==> src/rtl/ceres_param.sv <==
// Shared constants for the reset controller: register map, SWRST key,
// CAUSE/CTRL bit positions and the sequencer state encoding.
package ceres_param;

    localparam logic [3:0]  ADR_CAUSE = 4'h0;
    localparam logic [3:0]  ADR_CTRL  = 4'h1;
    localparam logic [3:0]  ADR_SWRST = 4'h2;
    localparam logic [3:0]  ADR_STATE = 4'h3;

    localparam logic [31:0] SWRST_KEY = 32'hA5A5_0001;

    localparam int CAUSE_POR = 0;
    localparam int CAUSE_EXT = 1;
    localparam int CAUSE_WDT = 2;
    localparam int CAUSE_SW  = 3;
    localparam int CAUSE_DBG = 4;
    localparam int CAUSE_W   = 5;

    localparam int CTRL_WDT_EN = 0;
    localparam int CTRL_EXT_EN = 1;
    localparam int CTRL_W      = 2;

    typedef enum logic [1:0] {
        ST_ASSERT     = 2'd0,
        ST_PERIPH_REL = 2'd1,
        ST_RUN        = 2'd2
    } rst_state_e;

    // Bits needed to hold max(a, b) - 1, never less than one.
    function automatic int cnt_width(input int a, input int b);
        int m;
        m = (a > b) ? a : b;
        return (m < 2) ? 1 : $clog2(m);
    endfunction

endpackage

==> src/rtl/rst_sync.sv <==
// Multi-flop synchronizer for an asynchronous active-low reset input.
// All flops clear to 0 on rst_ni, so the synchronized output reads "asserted".
module rst_sync #(
    parameter int STAGES = 2
) (
    input  logic clk_i,
    input  logic rst_ni,
    input  logic d_i,
    output logic q_o
);

    logic [STAGES-1:0] sync_q;
    logic [STAGES-1:0] sync_d;

    generate
        for (genvar gi = 0; gi < STAGES; gi++) begin : g_stage
            if (gi == 0) begin : g_first
                assign sync_d[gi] = d_i;
            end else begin : g_chain
                assign sync_d[gi] = sync_q[gi-1];
            end
        end
    endgenerate

    always_ff @(posedge clk_i or negedge rst_ni) begin
        if (!rst_ni) begin
            sync_q <= '0;
        end else begin
            sync_q <= sync_d;
        end
    end

    assign q_o = sync_q[STAGES-1];

endmodule

==> src/rtl/reset_ctrl.sv <==
// System reset sequencer: collects reset requests, records their causes and
// releases the peripheral reset first and the CPU reset CPU_DELAY cycles later.
module reset_ctrl
    import ceres_param::*;
#(
    parameter int HOLD_CYCLES = 32,
    parameter int CPU_DELAY   = 8,
    parameter int SYNC_STAGES = 2
) (
    input  logic        clk_i,
    input  logic        rst_ni,
    input  logic        stb_i,
    input  logic [3:0]  adr_i,
    input  logic [3:0]  byte_sel_i,
    input  logic        we_i,
    input  logic [31:0] dat_i,
    output logic [31:0] dat_o,
    input  logic        ext_rst_ni,
    input  logic        wdt_rst_i,
    input  logic        dbg_rst_i,
    output logic        periph_rst_no,
    output logic        cpu_rst_no
);

    localparam int              CNT_W     = cnt_width(HOLD_CYCLES, CPU_DELAY);
    localparam logic [CNT_W-1:0] HOLD_LOAD = CNT_W'(HOLD_CYCLES - 1);
    localparam logic [CNT_W-1:0] CPU_LOAD  = CNT_W'(CPU_DELAY - 1);

    rst_state_e               state_q, state_d;
    logic [CNT_W-1:0]         cnt_q, cnt_d;
    logic [CAUSE_W-1:0]       cause_q, cause_d;
    logic [CTRL_W-1:0]        ctrl_q, ctrl_d;
    logic [SYNC_STAGES-1:0]   ext_armed_q, ext_armed_d;
    logic                     periph_q, periph_d;
    logic                     cpu_q, cpu_d;

    logic                     ext_sync;
    logic                     wr_en, rd_en;
    logic                     sw_req, ext_req, wdt_req, dbg_req, req;
    logic [CAUSE_W-1:0]       cause_set, cause_clr;

    rst_sync #(.STAGES(SYNC_STAGES)) u_ext_sync (
        .clk_i (clk_i),
        .rst_ni(rst_ni),
        .d_i   (ext_rst_ni),
        .q_o   (ext_sync)
    );

    assign wr_en = stb_i & we_i;
    assign rd_en = stb_i & ~we_i;

    // The synchronizer comes out of power-on reset reading 0; EXT is only
    // trusted once the chain has been refilled, otherwise every POR would
    // also be logged (and lengthened) as a button press.
    assign ext_armed_d = (ext_armed_q << 1) | SYNC_STAGES'(1);
    assign ext_req     = ext_armed_q[SYNC_STAGES-1] & ~ext_sync & ctrl_q[CTRL_EXT_EN];
    assign wdt_req     = wdt_rst_i & ctrl_q[CTRL_WDT_EN];
    assign dbg_req     = dbg_rst_i;
    assign sw_req      = wr_en && (adr_i == ADR_SWRST) && (byte_sel_i == 4'hF)
                         && (dat_i == SWRST_KEY);
    assign req         = ext_req | wdt_req | sw_req | dbg_req;

    always_comb begin
        cause_set            = '0;
        cause_set[CAUSE_EXT] = ext_req;
        cause_set[CAUSE_WDT] = wdt_req;
        cause_set[CAUSE_SW]  = sw_req;
        cause_set[CAUSE_DBG] = dbg_req;
        cause_clr            = '0;
        if (wr_en && (adr_i == ADR_CAUSE) && byte_sel_i[0]) begin
            cause_clr = dat_i[CAUSE_W-1:0];
        end
        cause_d = (cause_q & ~cause_clr) | cause_set;
        ctrl_d  = ctrl_q;
        if (wr_en && (adr_i == ADR_CTRL) && byte_sel_i[0]) begin
            ctrl_d = dat_i[CTRL_W-1:0];
        end
    end

    always_ff @(posedge clk_i or negedge rst_ni) begin
        if (!rst_ni) begin
            state_q     <= ST_ASSERT;
            cnt_q       <= HOLD_LOAD;
            cause_q     <= CAUSE_W'(1) << CAUSE_POR;
            ctrl_q      <= '1;
            ext_armed_q <= '0;
            periph_q    <= 1'b0;
            cpu_q       <= 1'b0;
        end else begin
            state_q     <= state_d;
            cnt_q       <= cnt_d;
            cause_q     <= cause_d;
            ctrl_q      <= ctrl_d;
            ext_armed_q <= ext_armed_d;
            periph_q    <= periph_d;
            cpu_q       <= cpu_d;
        end
    end

    always_comb begin
        state_d = state_q;
        cnt_d   = cnt_q;
        if (req) begin
            state_d = ST_ASSERT;
            cnt_d   = HOLD_LOAD;
        end else begin
            case (state_q)
                ST_ASSERT: begin
                    if (cnt_q == '0) begin
                        state_d = ST_PERIPH_REL;
                        cnt_d   = CPU_LOAD;
                    end else begin
                        cnt_d = cnt_q - 1'b1;
                    end
                end
                ST_PERIPH_REL: begin
                    if (cnt_q == '0) begin
                        state_d = ST_RUN;
                    end else begin
                        cnt_d = cnt_q - 1'b1;
                    end
                end
                ST_RUN: begin
                    cnt_d = cnt_q;
                end
                default: begin
                    state_d = ST_ASSERT;
                    cnt_d   = HOLD_LOAD;
                end
            endcase
        end
    end

    // Outputs are decoded from the next state so they register together with it.
    always_comb begin
        periph_d = (state_d != ST_ASSERT);
        cpu_d    = (state_d == ST_RUN);
    end

    assign periph_rst_no = periph_q;
    assign cpu_rst_no    = cpu_q;

    always_comb begin
        dat_o = '0;
        if (rd_en) begin
            case (adr_i)
                ADR_CAUSE: dat_o[CAUSE_W-1:0] = cause_q;
                ADR_CTRL:  dat_o[CTRL_W-1:0]  = ctrl_q;
                ADR_STATE: begin
                    dat_o[1:0]  = state_q;
                    dat_o[15:8] = 8'(cnt_q);
                end
                default:   dat_o = '0;
            endcase
        end
    end

endmodule

==> config.mk <==
export PLATFORM = sky130hd
export DESIGN_NAME = reset_ctrl
export DESIGN_NICKNAME = d
export VERILOG_FILES = /design/src/rtl/ceres_param.sv /design/src/rtl/rst_sync.sv /design/src/rtl/reset_ctrl.sv
export SDC_FILE = /design/constraint.sdc
export NUM_CORES = 1
export LEC_CHECK = 0
export CAP_MARGIN = 20
export CORE_ASPECT_RATIO = 1.1
export CORE_MARGIN = 4
export CORE_UTILIZATION = 39
export CTS_CLUSTER_DIAMETER = 30
export DETAILED_ROUTE_END_ITERATION = 10
export GPL_TIMING_DRIVEN = 0
export HOLD_SLACK_MARGIN = 0.12
export PLACE_DENSITY = 0.82
export SLEW_MARGIN = 20
export SYNTH_ARGS = -nofsm -noshare
export SYNTH_HDL_FRONTEND = slang
export SYNTH_SLANG_ARGS = --single-unit
==> constraint.sdc <==
create_clock -name clk_i -period 4.4 [get_ports clk_i]
set_input_delay 0.44 -clock clk_i [delete_from_list [all_inputs] [get_ports clk_i]]
set_output_delay 0.44 -clock clk_i [all_outputs]
set_load 0.03 [all_outputs]
==> results of run 1 <==
cell type report:
class | count | area [um^2] | area share, %
tap | 34 | 42.5 | 2.11
inverter | 2 | 7.51 | 0.373
multi-input combinational | 113 | 667 | 33.1
clock buffer | 3 | 22.5 | 1.12
sequential | 20 | 510 | 25.3
buffer | 25 | 184 | 9.13
timing repair buffer | 58 | 581 | 28.8
critical path, cell delays in order:
cell and delay (ps):
clkdlybuf4s50_1 450, nor3b_2 280, nand2b_1 230, nor3_1 300
and2_1 180, clkdlybuf4s50_1 670
per-layer routing:
| metal | GRT usage [%] | part of all wire, % | up-vias |
|---|---|---|---|
| li1 | - | - | 619 |
| met1 | 18.1 | 37 | 543 |
| met2 | 28.5 | 56 | 41 |
| met3 | 4.43 | 5.4 | 10 |
| met4 | 5.23 | 1.5 | 0 |
| met5 | 0 | 0 | - |
logic make-up (layout without fill, tap and decap cells):
logic type	Yosys count	count (layout)	synth area share, %
AND/OR/NAND/NOR	65	65	30.1
buffers and inverters	27	88	14.8
flip-flops	20	20	39.6
AO/OA/AOI/OAI	19	19	9.80
multiplexers	4	4	3.49
other	2	23	0.582
adder cells (fa/ha/maj)	1	1	0.970
XOR/XNOR	1	1	0.679
synthesized netlist by cell type, types with 3 or more instances:
cell       n
and3_1     3
dfstp_2    8
nor2_1    10
dfrtp_1   12
nand4_1    4
nand3_1    5
a21oi_1    4
o21ai_0    3
nor4b_1    3
mux2_2     4
nor3_1     5
nor4bb_1   3
nand2b_1   3
buf_4     22
and2_1     7
nand2_1   12
worst max path at each step:
stage	start	to	slack, ps	depth (start not counted)
floorplan	adr_i[3]	dat_o[8]	2400	3
CTS	stb_i	dat_o[2]	1400	6
global placement	adr_i[3]	dat_o[3]	1440	6
finish	stb_i	dat_o[2]	1400	6
detailed placement	stb_i	dat_o[2]	1400	6
global route	stb_i	dat_o[2]	1220	6
stage by stage:
step	utilization (%)	hold slack (ps)	cell area (um^2)	power, uW
after floorplan	-	144	1370	280
after global placement	64.2	332	1990	333
after detailed placement	64.2	346	1990	336
after CTS	65.0	368	2010	419
after global routing	65.0	375	2010	439
final	65.0	361	2010	417
power by group:
part,switching [uW],internal (uW),leakage (uW)
registers,8.69,201,0.000230
clock network,51.6,31.9,0.0000138
logic,56.3,67.2,0.000634
total,117,300,0.000877
registers in the layout (all words and copies together) (netlist names):
name / cells
cpu_rst_no: 1
periph_rst_no: 1
ctrl_q: 2
cnt_q: 5
u_ext_sync.sync_q: 2
ext_armed_q: 2
cause_q: 5
state_q: 2
==> results.yml, run 1 <==
clocking:
  clock_sink_count: 20
  cts_tree: "done"
  ctsLongestPathBuffers: 2
  postCtsResizedCells: 0
  numCtsBuffers: 3
  clk_pin_slew_worst_paths_ps: 90
  clk_latency_ps: 300
  post_cts_hold_buffer_count: 0
  setup_repair_bufs_after_cts: 0
  ctsRootBufferMaster: "clkbuf_4"
  cts_htree_levels: 1
sta:
  fin_ws_ps: 1400
  setup_viol: 0
  finalHoldViolations: 0
  timing.clock.skew_ps: 17.7
  max-slew-margin-rel_pct: 40.0
  finalSetupTns_ps: 0
  maxSlewViolCount: 0
  worst_slew_pin_slew_ps: 894
  period_minus_slack_ps: 3000
  maxClockFrequency_mhz: 334
  layout_worst_path_cycle_share_pct: 68.1
  grt_setup_unrepaired: "no"
yosys:
  synth-seq-area-share_pct: 39.6
  synth_cell_type_count: 39
  leading_register_cell_type_out_of_synthesis: "dfrtp_1"
  synth.top_cell.area_share_pct: 23.3
  netlist.top_cell.by_area: "dfrtp_1"
  ys_seq_elements: 20
  syn_area_per_cell_um2: 9.28
  async_reset_ff_share_pct: 100
  synth-edff-count: 0
  yosys-top-cells-area: "dfrtp_1 (23%), dfstp_2 (16%), buf_4 (13%)"
  syn-instance-count: 139
  syn-cell-area_mm2: 0.00129
  synth.yosys.warnings: 0
setup_path:
  critical_path.reg2reg.startpoint: "cnt_q[1]"
  cp-start-kind: "input pin"
  reg2reg_depth: 6
  regToRegSetupSlack_ps: 2410
  path_max_fanout: 6
  critPathCaptureType: "output pin"
  cp.arrival_ps: 2560
  timing.setup.critical_path_class: "in -> out"
  cp_data_required_time_ps: 3960
  worst_r2r_endpoint: "state_q[1]"
floorplan:
  fp.dieArea_mm2: 0.00429
  boundaryPins: 81
  effective_utilization_at_floorplan_pct: 41.6
  die_height_um: 68.3
  die-width_um: 62.8
  placeableCoreArea_mm2: 0.00310
  rows: 21
finish:
  post_layout_nonfiller_instances: 255
  ratio_of_cells_with_drive_above_1_in_the_final_layout_pct: 19.0
  commonest_non_fill_non_tap_cell_in_the_layout: "clkdlybuf4s50_1"
  nFillCells: 256
  most-common-layout-cells: "clkdlybuf4s50_1 (58), conb_1 (23), buf_4 (22), nand2_1 (12), dfrtp_1 (12)"
  antenna_cells: 0
  final_net_count: 271
  area_delta_synth_final_pct: 56.2
routing:
  firstDrtPassIters: 4
  detail_route.wl_per_cell_um: 13.7
  ant_nets: 0
  drt_drc_violations_left: 0
  routed_wirelength_mm: 3.50
  post_drt_via_cell_ratio: 4.76
  first_iter_violations: 14
  vias: 1213
grt:
  overall_routing_resource_usage_pct: 15.7
  grt_pass1_vias: 1141
  grt_start_max_net_pins: 21
  grt_pass1_wl_mm: 5.27
  antenna_found_initial: 0
  globalRouteOverflowTotal: 0
hold_path:
  hold_path_depth: 0
  worstHoldPathType: "reg -> reg"
  worst_hold_startpoint: "ext_armed_q[0]"
  whs_endpoint: "ext_armed_q[1]"
status:
  run_status: "completed"
flow_run:
  drv.max_cap_violation_count: 0
placed_design:
  dp.cells: 252
  port-buffer-count: 58
  finalWeightedCongestion: 0.858
  place.detailed.hpwl_mm: 2.99
  detailedPlace.worstSlack_ps: 1400
power_and_ir_drop:
  total_leakage_power_uw: 0.000877
  irDropWorstVdd_v: 0.000252
  power_density_mw_per_mm2: 207
(Power assumes the default switching activity.)
==> inputs of run 2 (changes only) <==
--- a/config.mk
+++ b/config.mk
@@ -8,12 +8,12 @@
 export CAP_MARGIN = 20
 export CORE_ASPECT_RATIO = 1.1
 export CORE_MARGIN = 4
-export CORE_UTILIZATION = 39
+export CORE_UTILIZATION = 33
 export CTS_CLUSTER_DIAMETER = 30
 export DETAILED_ROUTE_END_ITERATION = 10
 export GPL_TIMING_DRIVEN = 0
 export HOLD_SLACK_MARGIN = 0.12
-export PLACE_DENSITY = 0.82
+export PLACE_DENSITY = 0.73
 export SLEW_MARGIN = 20
 export SYNTH_ARGS = -nofsm -noshare
 export SYNTH_HDL_FRONTEND = slang
==> constraint.sdc (replaced) <==
create_clock -name clk_i -period 2.4 [get_ports clk_i]
set_input_delay 0.24 -clock clk_i [delete_from_list [all_inputs] [get_ports clk_i]]
set_output_delay 0.24 -clock clk_i [all_outputs]
set_load 0.03 [all_outputs]
==> run 2 against run 1 <==
  * Critical path depth shrank 1
  * Register-to-register slack worse by 1900 ps
  * Die area up 16%
  * Clock power up 140%
  * Utilization fell by 9.5 points
  * Design area grew 2.2%
  * Sequential power rose by 84%
  * Total power is 95% higher
  * Worst hold slack got worse by 11 ps
  * Critical endpoint is now dat_o[0]
==> results.yml, run 2 (same netlist as run 1, synthesis figures left out) <==
setup_path:
  cp-start-kind: "input pin"
  crit_path_top_delay_cell: "clkdlybuf4s50_1"
  worst_path_most_repeated_cell: "clkdlybuf4s50_1"
  path_max_fanout: 6
  cp.arrival_ps: 2060
  cp_data_required_time_ps: 2160
  critical-path-max-stage-delay_ps: 690
  timing.critical_path.cells: "clkdlybuf4s50_1 -> nor3b_2 -> nand2b_1 -> nor2_1 -> clkdlybuf4s50_1"
  critPathCaptureType: "output pin"
  timing.setup.critical_path_class: "in -> out"
finish:
  biggestRegsByFlops: "cause_q: 5 flops, cnt_q: 5 flops"
  seqCellArea_um2: 510
  area_delta_synth_final_pct: 59.6
  nFillCells: 344
  antenna_cells: 0
  multi_input_area_um2: 672
  final_core_density_pct: 55.4
  most-common-layout-cells: "clkdlybuf4s50_1 (49), conb_1 (23), buf_4 (22), nand2_1 (12), dfrtp_1 (12)"
  ratio_of_cells_with_drive_above_1_in_the_final_layout_pct: 19.5
  commonest_non_fill_non_tap_cell_in_the_layout: "clkdlybuf4s50_1"
  final_area_mm2: 0.00206
  final_net_count: 271
floorplan:
  effective_utilization_at_floorplan_pct: 34.7
  die-width_um: 67.6
  rows: 23
  fp.dieArea_mm2: 0.00497
  placeableCoreArea_mm2: 0.00371
  boundaryPins: 81
  die_height_um: 73.6
routing:
  routed_wirelength_mm: 3.33
  routed-wl-met3_um: 183
  drt_drc_violations_left: 0
  detail_route.wl_per_cell_um: 12.3
  met1_length_mm: 1.34
  ant_nets: 0
  vias: 1211
  maxUsedRoutingLayer: "met4"
  met2RoutedLength_mm: 1.80
  first_iter_violations: 35
  post_drt_via_cell_ratio: 4.47
  firstDrtPassIters: 4
clocking:
  ctsLongestPathBuffers: 2
  cts_htree_levels: 1
  post_cts_hold_buffer_count: 0
  clk_latency_ps: 250
  clock_sink_count: 20
  clk_pin_slew_worst_paths_ps: 60
  ctsRootBufferMaster: "clkbuf_8"
  cts_tree: "done"
  numCtsBuffers: 3
placed_design:
  detailedPlace.worstSlack_ps: -188
  place.detailed.hpwl_mm: 2.88
  finalWeightedCongestion: 0.783
  placed_instance_area_mm2: 0.00201
  port-buffer-count: 58
grt:
  grt_pass1_vias: 1002
  overall_routing_resource_usage_pct: 12.7
  antenna_found_initial: 0
  grt_start_max_net_pins: 21
  globalRouteOverflowTotal: 0
  grt_pass1_wl_mm: 4.88
sta:
  worst_slew_pin_slew_ps: 928
  finalSetupTns_ps: 0
  maxClockFrequency_mhz: 434
  finalHoldViolations: 0
  grt_setup_unrepaired: "no"
  period_minus_slack_ps: 2300
  max-slew-margin-rel_pct: 37.8
  fin_ws_ps: 95.6
  maxSlewViolCount: 0
  hold_slack_ps: 350
  timing.clock.skew_ps: 3.82
  layout_worst_path_cycle_share_pct: 96.0
  setup_viol: 0
flow_run:
  drv.max_cap_violation_count: 0
power_and_ir_drop:
  irDropWorstVdd_v: 0.000444
  total_leakage_power_uw: 0.000970
  power_density_mw_per_mm2: 396
hold_path:
  worstHoldPathType: "reg -> reg"
status:
  run_status: "completed"
run 2: cell types whose count changed in the layout (fill, tap and decap cells not counted), sizes merged:
cell and change:
dlymetal6s2s +3, clkdlybuf4s50 -9, dlygate4sd2 +6
run 2: area by class of cell:
type / instances / area share [%]
repair buffers: 58 / 28.2
well taps: 50 / 3.04
flip-flops and latches: 20 / 24.8
multi-input cells: 113 / 32.6
plain buffers: 25 / 8.94
inverters: 2 / 0.365
clock buffers: 3 / 2.01
run 2: what timing repair did:
action | in CTS | in global routing
endpoints found under the setup margin | 6 | 3
setup buffers | 0 | 0
resized for setup | 7 | 3
run 2: final timing paths:
check	slack (ps)	start	cells past startpoint	to
worst max-delay path	100	stb_i	5	dat_o[0]
worst min-delay path	350	ext_armed_q[0]	0	ext_armed_q[1]
worst max register to register	480	cnt_q[0]	6	state_q[1]
worst min register to register	350	ext_armed_q[0]	0	ext_armed_q[1]
max in group asynchronous	1430	rst_ni	1	state_q[1]
min in group asynchronous	470	rst_ni	1	ext_armed_q[1]
run 2: through the flow:
step	instances	total power (uW)
finish	271	815
global route	271	863
CTS	271	825
detailed placement	268	616
global placement	268	612
floorplan	160	512
run 2: report_power, final:
group	leakage [uW]	switching, uW	internal, uW
Combinational	0.000719	102	123
Clock	0.0000216	92.9	111
Sequential	0.000230	16.4	369
run 2: worst max-delay path: cells and delay by family:
family | cells | cell delay (ps)
simple gates | 3 | 690
buf+inv | 2 | 1130
run 2: per-layer routing:
layer / GRT usage (%) / vias up
met5: 0 / -
met4: 2.03 / 0
met3: 2.91 / 2
met2: 20.6 / 31
met1: 17.3 / 558
li1: - / 620
